[config.mk]
export PLATFORM = sky130hd
export DESIGN_NAME = mac_result_collector
export DESIGN_NICKNAME = d
export VERILOG_FILES = /design/src/rtl/mac_pkg.sv /design/src/rtl/mac_result_fifo.sv /design/src/rtl/mac_result_collector.sv
export SDC_FILE = /design/constraint.sdc
export NUM_CORES = 1
export LEC_CHECK = 0
export CAP_MARGIN = 40
export CORE_MARGIN = 4
export CORE_UTILIZATION = 50
export DETAILED_ROUTE_END_ITERATION = 8
export DONT_BUFFER_PORTS = 1
export PLACE_DENSITY = 0.73
export SYNTH_ARGS = -nofsm -noshare
export SYNTH_HDL_FRONTEND = slang
export SYNTH_SLANG_ARGS = --single-unit
[constraint.sdc]
create_clock -name clk -period 14.71 [get_ports clk]
set_input_delay 1.471 -clock clk [delete_from_list [all_inputs] [get_ports clk]]
set_output_delay 1.471 -clock clk [all_outputs]
set_load 0.05 [all_outputs]
[src/rtl/mac_pkg.sv]
// Shared MAC definitions: default datapath widths, engine mode codes and
// helpers that give the signed saturation bounds for a result width.
// Imported by the MAC engine and by the result collector.
package mac_pkg;

    // Default widths of the accumulated sum and of the requantized result
    localparam int SUM_W_DEF = 20;
    localparam int OUT_W_DEF = 8;

    // Operand precision modes, shared with the engine
    localparam logic [1:0] MODE_2BX2B = 2'd0;
    localparam logic [1:0] MODE_4BX4B = 2'd1;
    localparam logic [1:0] MODE_8BX8B = 2'd2;

    // Saturation bounds of the default result width
    localparam int OUT_MAX_DEF = (1 << (OUT_W_DEF - 1)) - 1;
    localparam int OUT_MIN_DEF = -(1 << (OUT_W_DEF - 1));

    // Largest and smallest value representable in a signed w-bit result
    function automatic int sat_max(input int w);
        return (1 << (w - 1)) - 1;
    endfunction

    function automatic int sat_min(input int w);
        return -(1 << (w - 1));
    endfunction

endpackage

[src/rtl/mac_result_fifo.sv]
// Result FIFO: DEPTH x W storage, wrapping pointers and a separate count.
// Latency: a push is visible at the head on the cycle after the push edge.
// Backpressure: no internal stall; the writer must never push when full.
//
// Ports:
//   clk_i, rst_ni       clock, asynchronous active-low reset
//   clear_i             synchronous flush (beats push and pop)
//   push_i, push_dat_i  write tail
//   pop_i               remove head (ignored while empty)
//   vld_o, dat_o        head valid / head data
//   cnt_o               number of stored entries
module mac_result_fifo #(
    parameter int DEPTH = 4,
    parameter int W     = 8,
    localparam int AW   = $clog2(DEPTH),
    localparam int CW   = AW + 1
) (
    input  logic          clk_i,
    input  logic          rst_ni,
    input  logic          clear_i,
    input  logic          push_i,
    input  logic [W-1:0]  push_dat_i,
    input  logic          pop_i,
    output logic          vld_o,
    output logic [W-1:0]  dat_o,
    output logic [CW-1:0] cnt_o
);

    logic [W-1:0]  mem_q [DEPTH];
    logic [AW-1:0] wr_ptr_q, wr_ptr_d;
    logic [AW-1:0] rd_ptr_q, rd_ptr_d;
    logic [CW-1:0] cnt_q, cnt_d;
    logic          do_pop;

    assign do_pop = pop_i & (cnt_q != '0);

    // Pointers are exactly AW bits wide, so DEPTH being a power of two
    // makes the increment wrap modulo DEPTH for free.
    always_comb begin
        wr_ptr_d = wr_ptr_q;
        rd_ptr_d = rd_ptr_q;
        cnt_d    = cnt_q;
        if (clear_i) begin
            wr_ptr_d = '0;
            rd_ptr_d = '0;
            cnt_d    = '0;
        end else begin
            wr_ptr_d = wr_ptr_q + AW'(push_i);
            rd_ptr_d = rd_ptr_q + AW'(do_pop);
            cnt_d    = cnt_q + CW'(push_i) - CW'(do_pop);
        end
    end

    always_ff @(posedge clk_i or negedge rst_ni) begin
        if (!rst_ni) begin
            wr_ptr_q <= '0;
            rd_ptr_q <= '0;
            cnt_q    <= '0;
        end else begin
            wr_ptr_q <= wr_ptr_d;
            rd_ptr_q <= rd_ptr_d;
            cnt_q    <= cnt_d;
        end
    end

    // Storage is reset so the head reads zero straight out of reset.
    always_ff @(posedge clk_i or negedge rst_ni) begin
        if (!rst_ni) begin
            for (int i = 0; i < DEPTH; i++) begin
                mem_q[i] <= '0;
            end
        end else if (push_i && !clear_i) begin
            mem_q[wr_ptr_q] <= push_dat_i;
        end
    end

    assign vld_o = (cnt_q != '0);
    assign dat_o = mem_q[rd_ptr_q];
    assign cnt_o = cnt_q;

endmodule

[src/rtl/mac_result_collector.sv]
// Captures MAC engine sums, requantizes them (rounding shift + saturate), queues them.
// Latency: 2 cycles from upstream transfer to out_valid (S1 register, then FIFO).
// Backpressure: mac_ready drops once S1 + FIFO hold DEPTH results; S1 never stalls.
//
// Ports:
//   clk, nrst              clock, asynchronous active-low reset
//   clear                  synchronous flush of S1, FIFO, sat_flag and result_count
//   shift                  right-shift amount, latched with each captured sum
//   mac_valid/mac_ready    upstream handshake, mac_sum is the accumulated sum
//   out_valid/out_ready    downstream handshake, out_data is the FIFO head
//   sat_flag               sticky: some result was clamped
//   result_count           upstream transfers since reset/clear, wraps at 2^16
//
// Build option MAC_COLLECTOR_RELU_EN: negative results clamp to zero without
// setting sat_flag; only positive overflow is flagged.
module mac_result_collector
    import mac_pkg::*;
#(
    parameter int DEPTH = 4,
    parameter int SUM_W = SUM_W_DEF,
    parameter int OUT_W = OUT_W_DEF
) (
    input  logic             clk,
    input  logic             nrst,
    input  logic             clear,
    input  logic [4:0]       shift,
    input  logic             mac_valid,
    input  logic [SUM_W-1:0] mac_sum,
    output logic             mac_ready,
    output logic             out_valid,
    output logic [OUT_W-1:0] out_data,
    input  logic             out_ready,
    output logic             sat_flag,
    output logic [15:0]      result_count
);

    localparam int CW    = $clog2(DEPTH) + 1;
    // One extra bit so the rounding bias can never overflow the sum.
    localparam int EXT_W = SUM_W + 1;

    localparam logic signed [EXT_W-1:0] Q_MAX_X = EXT_W'(sat_max(OUT_W));
    localparam logic [OUT_W-1:0]        Q_MAX_O = Q_MAX_X[OUT_W-1:0];
`ifndef MAC_COLLECTOR_RELU_EN
    localparam logic signed [EXT_W-1:0] Q_MIN_X = EXT_W'(sat_min(OUT_W));
    localparam logic [OUT_W-1:0]        Q_MIN_O = Q_MIN_X[OUT_W-1:0];
`endif

    // S1 capture register
    logic             s1_vld_q, s1_vld_d;
    logic [SUM_W-1:0] s1_sum_q, s1_sum_d;
    logic [4:0]       s1_shift_q, s1_shift_d;

    logic             sat_q, sat_d;
    logic [15:0]      cnt_q, cnt_d;

    logic             xfer;
    logic             fifo_push;
    logic             fifo_pop;
    logic             fifo_vld;
    logic [CW-1:0]    fifo_cnt;
    logic [CW:0]      occupancy;

    logic signed [EXT_W-1:0] sum_ext;
    logic signed [EXT_W-1:0] rnd;
    logic signed [EXT_W-1:0] biased;
    logic signed [EXT_W-1:0] shifted;
    logic [OUT_W-1:0]        q_dat;
    logic                    q_sat;

    // Ready depends only on registers, so the engine never sees a
    // combinational path from out_ready.
    assign occupancy = {1'b0, fifo_cnt} + {{CW{1'b0}}, s1_vld_q};
    assign mac_ready = (occupancy < (CW+1)'(DEPTH));
    assign xfer      = mac_valid & mac_ready;
    assign fifo_push = s1_vld_q & ~clear;
    assign fifo_pop  = fifo_vld & out_ready & ~clear;

    // Requantize S1: round half up, arithmetic shift, then clamp.
    always_comb begin
        sum_ext = $signed({s1_sum_q[SUM_W-1], s1_sum_q});
        rnd     = '0;
        if (s1_shift_q != 5'd0) begin
            rnd = EXT_W'(1) << (s1_shift_q - 5'd1);
        end
        biased  = sum_ext + rnd;
        shifted = biased >>> s1_shift_q;
        q_dat   = shifted[OUT_W-1:0];
        q_sat   = 1'b0;
`ifdef MAC_COLLECTOR_RELU_EN
        if (shifted[EXT_W-1]) begin
            q_dat = '0;
        end else if (shifted > Q_MAX_X) begin
            q_dat = Q_MAX_O;
            q_sat = 1'b1;
        end
`else
        if (shifted > Q_MAX_X) begin
            q_dat = Q_MAX_O;
            q_sat = 1'b1;
        end else if (shifted < Q_MIN_X) begin
            q_dat = Q_MIN_O;
            q_sat = 1'b1;
        end
`endif
    end

    // S1 empties into the FIFO every edge unless a new transfer reloads it.
    always_comb begin
        s1_vld_d   = 1'b0;
        s1_sum_d   = s1_sum_q;
        s1_shift_d = s1_shift_q;
        sat_d      = sat_q;
        cnt_d      = cnt_q;
        if (clear) begin
            sat_d = 1'b0;
            cnt_d = '0;
        end else begin
            if (xfer) begin
                s1_vld_d   = 1'b1;
                s1_sum_d   = mac_sum;
                s1_shift_d = shift;
                cnt_d      = cnt_q + 16'd1;
            end
            sat_d = sat_q | (s1_vld_q & q_sat);
        end
    end

    always_ff @(posedge clk or negedge nrst) begin
        if (!nrst) begin
            s1_vld_q   <= 1'b0;
            s1_sum_q   <= '0;
            s1_shift_q <= '0;
            sat_q      <= 1'b0;
            cnt_q      <= '0;
        end else begin
            s1_vld_q   <= s1_vld_d;
            s1_sum_q   <= s1_sum_d;
            s1_shift_q <= s1_shift_d;
            sat_q      <= sat_d;
            cnt_q      <= cnt_d;
        end
    end

    mac_result_fifo #(
        .DEPTH (DEPTH),
        .W     (OUT_W)
    ) u_fifo (
        .clk_i      (clk),
        .rst_ni     (nrst),
        .clear_i    (clear),
        .push_i     (fifo_push),
        .push_dat_i (q_dat),
        .pop_i      (fifo_pop),
        .vld_o      (fifo_vld),
        .dat_o      (out_data),
        .cnt_o      (fifo_cnt)
    );

    assign out_valid    = fifo_vld;
    assign sat_flag     = sat_q;
    assign result_count = cnt_q;

endmodule

==> metrics.md <==
| Metric | Value |
|---|---|
| Status | `finished, final reports clean` |
| Fraction of synthesized cell area taken by the top area cell type | `30.5%` |
| Slowest stage delay, CP | `0.83 ns` |
| Worst Setup End Kind | `flop` |
| Hold WC Path Type | `flop to flop` |
| Async set-or-reset flop fraction in the synthesized netlist | `100%` |
| Cell taking the most area after synthesis | `dfrtp_1` |
| Worst R2R Setup Slack | `8.33 ns` |
| Most frequent cells after synthesis | `103 x nor2_1, 93 x nand2_1, 82 x dfrtp_1, 43 x o21ai_0, 39 x a21oi_1` |
| Clock H-tree levels | `3` |
| Max clock buf depth | `2` |
| Final max-slew violation count | `0` |
| DPL Wire Length | `14200 um` |
| Final setup margin | `8.33 ns` |
| Post-synthesis mux area share | `9.42%` |
| Cell mode on critical path | `nand3_1` |
| Gr usage total | `26.0%` |
| Post-synthesis cell area | `6740 um2` |
| Hold path endpoint | `u_fifo.mem_q[8]` |
| Global-route wire length before repair | `31400 um` |
| Synthesized area per cell | `8.41 um2` |
| Cell Rows | `42` |
| Lkg Pwr | `2.83 nW` |
| Wire per inst | `20.4 um` |
| Synth Area in Adders | `5.42%` |
| Post-Synth Simple-Gate Area | `23.0%` |
| Min cycle time layout | `6.38 ns` |
| FMAX | `157 MHz` |
| Worst-path clk slew | `0.07 ns` |
| Detail Route Antenna Nets | `0` |
| Die ar. | `15400 um2` |
| Crit path launch | `s1_shift_q[0]` |
| Number of synthesized register bits | `82` |
| Hold_sp | `u_fifo.mem_q[8]` |
| Synth Area in Compound Gates | `23.5%` |
| Maximum VDD drop | `0.106 mV` |
| Clock sinks | `82` |
| Most common cell in the netlist | `nor2_1` |
| Post-Syn Instances | `801` |
| CTS tree | `yes` |
| Starting Density | `50.9%` |
| Vias/cell | `6.68` |
| WS Path Type | `flop to flop` |
| Worst R2R End | `u_fifo.mem_q[29]` |
| Clock Latency Late Sink | `0.36 ns` |
| Largest family of logic cells by synthesized area | `compound AO/OA/AOI/OAI gates` |
| CP bufs+invs | `1` |
| Area Growth Syn to Fin | `5.35%` |
| Final setup viols | `0` |
| Slew margin rel. | `44.4%` |
| Critical-path maximum fanout | `26` |
| PostCTS Resize Cnt | `0` |
| Postcts setup bufs | `0` |
| RSZ-0062 raised after global routing | `no` |
| TritonRoute pass-1 iters | `6` |
| Critical path startpoint category | `flop` |
| Critical Path AT | `6.59 ns` |
| Worst slew pin tran | `0.827 ns` |
| Setup Skew | `0.0147 ns` |
| Max_cap viols | `0` |
| CP required | `14.92 ns` |
| # port buffers | `0` |
| Antenna violations before repair | `1` |
| Total number of vias | `6369` |
| Register area share after synthesis | `30.5%` |
| Hold WS | `0.473 ns` |
| Worst hold stages | `2` |
| Top delay family on crit path | `simple AND/OR/NAND/NOR gates` |
| RR Startpoint | `s1_shift_q[0]` |
| XOR/XNOR share of the synthesized area | `3.86%` |
| GPL Wtd Cong | `1.01` |
| Die width | `124 um` |
| Largest net degree at the start of global routing | `83` |
| P per Cell Area | `204 nW/um2` |
| Post-Route WL | `19400 um` |
| Final period utilization | `43.3%` |
| Vias in the first global route | `5912` |
| Initial DRC Count | `606` |
| Hold Vio Cnt, Final | `0` |
| Number of clock buffers inserted by TritonCTS | `9` |
| Setup_tns | `0 ns` |
| CTS root buffer | `clkbuf_16` |
| Post-CTS Hold Fix Bufs | `0` |
| Main synth FF type | `dfrtp_1` |
| Synth unique cells | `78` |
| Number of remaining DRC errors | `0` |
| Num ports | `57` |
| DIE HEIGHT | `124 um` |
| Syn Nets | `859` |
| Cell chain of the critical path | `clkinv_1, nand2_1, nor2_1, ha_1, nand3_1, or3_1, a211o_1, a21oi_1, nor3_1, nor4_2, o2bb2ai_1, nor3b_1, nand3_1, nor4_1, o31ai_1` |
| Slowest-stage cell, CP | `dfrtp_1` |
| Pre-CTS setup slack | `8.46 ns` |
| Grt ovf | `0` |
| Final net count | `830` |
| R2r worst-path depth | `15` |
| Total power | `0.00144 W` |
| Share of cells above drive strength 1 | `10.7%` |
| Number of enable flip-flop cells after synthesis | `0` |
| Synth warnings | `0` |
| Core area | `13200 um2` |
| Synth top area cells | `dfrtp_1 30%, nor2_1 5.7%, nand2_1 5.2%` |
-- tightest hold or removal path, delay by kind of cell, from the launching register on --
kind             cells  cell delay [ns]
AND/OR/NAND/NOR      1             0.05
flip-flops           1             0.34
AO/OA/AOI/OAI        1             0.05
-- how the worst max path moves through the flow --
stage / endpoint / slack, ns / depth (start not counted)
after floorplan: u_fifo.mem_q[0] / 10.03 / 20
after global placement: u_fifo.mem_q[11] / 8.50 / 14
after detailed placement: u_fifo.mem_q[28] / 8.46 / 16
after CTS: u_fifo.mem_q[26] / 8.47 / 16
after global routing: u_fifo.mem_q[29] / 7.76 / 15
final: u_fifo.mem_q[29] / 8.33 / 15
-- power by group --
part           total, W  internal (W)  switching (W)  leakage, nW
clock network  0.000222      0.000121       0.000102        0.140
logic          0.000883      0.000297       0.000586         1.62
registers      0.000339      0.000280      0.0000594         1.07
total           0.00144      0.000697       0.000747         2.83
-- sequential cells by signal (all words and copies together) (netlist names) --
name / cells
s1_sum_q: 20
result_count: 16
u_fifo.cnt_o: 3
s1_vld_q: 1
u_fifo.wr_ptr_q: 2
u_fifo.rd_ptr_q: 2
sat_flag: 1
s1_shift_q: 5
u_fifo.mem_q: 32
-- layout by cell type (no fill, tap or decap), drive strengths merged, types with 9 or more instances in the layout --
| cell | n |
|---|---|
| or3 | 10 |
| o41ai | 20 |
| o21ai | 48 |
| nor2 | 103 |
| xnor2 | 14 |
| a21oi | 44 |
| mux2i | 15 |
| a21o | 10 |
| mux2 | 23 |
| nand2 | 94 |
| ha | 26 |
| a211oi | 17 |
| o211ai | 12 |
| nor3 | 22 |
| mux4 | 10 |
| nor4 | 9 |
| xor2 | 14 |
| nand2b | 12 |
| nand3 | 19 |
| inv | 22 |
| clkbuf | 10 |
| nor2b | 9 |
| nand4 | 12 |
| dfrtp | 82 |
-- cell families (layout without fill, tap and decap cells) --
group | count (synthesis) | after routing
XOR/XNOR | 28 | 28
AND/OR/NAND/NOR | 323 | 323
multiplexers | 48 | 48
buffers and inverters | 68 | 44
adder cells (fa/ha/maj) | 28 | 28
AO/OA/AOI/OAI | 224 | 224
other | 0 | 1
flip-flops | 82 | 82
-- metal layers --
layer / track usage (%) / part of all wire [%] / vias up / routed length, um
li1: - / - / 2941 / -
met1: 37.3 / 44 / 3069 / 8480
met2: 38.7 / 45 / 320 / 8830
met3: 6.22 / 9.0 / 39 / 1760
met4: 8.08 / 1.8 / 0 / 348
met5: 0 / 0 / - / 0
-- final cells by class --
| cell class | instances | area (um2) |
|---|---|---|
| inverters | 21 | 78.8 |
| well taps | 176 | 220 |
| diodes | 1 | 2.50 |
| clock buffers | 10 | 239 |
| clock inverters | 6 | 47.5 |
| fillers | 1258 | 6150 |
| repair buffers | 7 | 60.1 |
| multi-input cells | 651 | 4400 |
| flip-flops and latches | 82 | 2050 |
-- stage by stage --
| stage | instances | util [%] | cell area [um2] |
|---|---|---|---|
| floorplan | 801 | - | 6740 |
| global placement | 935 | 51.2 | 6780 |
| detailed placement | 937 | 51.4 | 6810 |
| CTS | 953 | 53.6 | 7090 |
| global route | 954 | 53.6 | 7100 |
| finish | 954 | 53.6 | 7100 |
No activity file was read; power rests on OpenSTA's default activity.
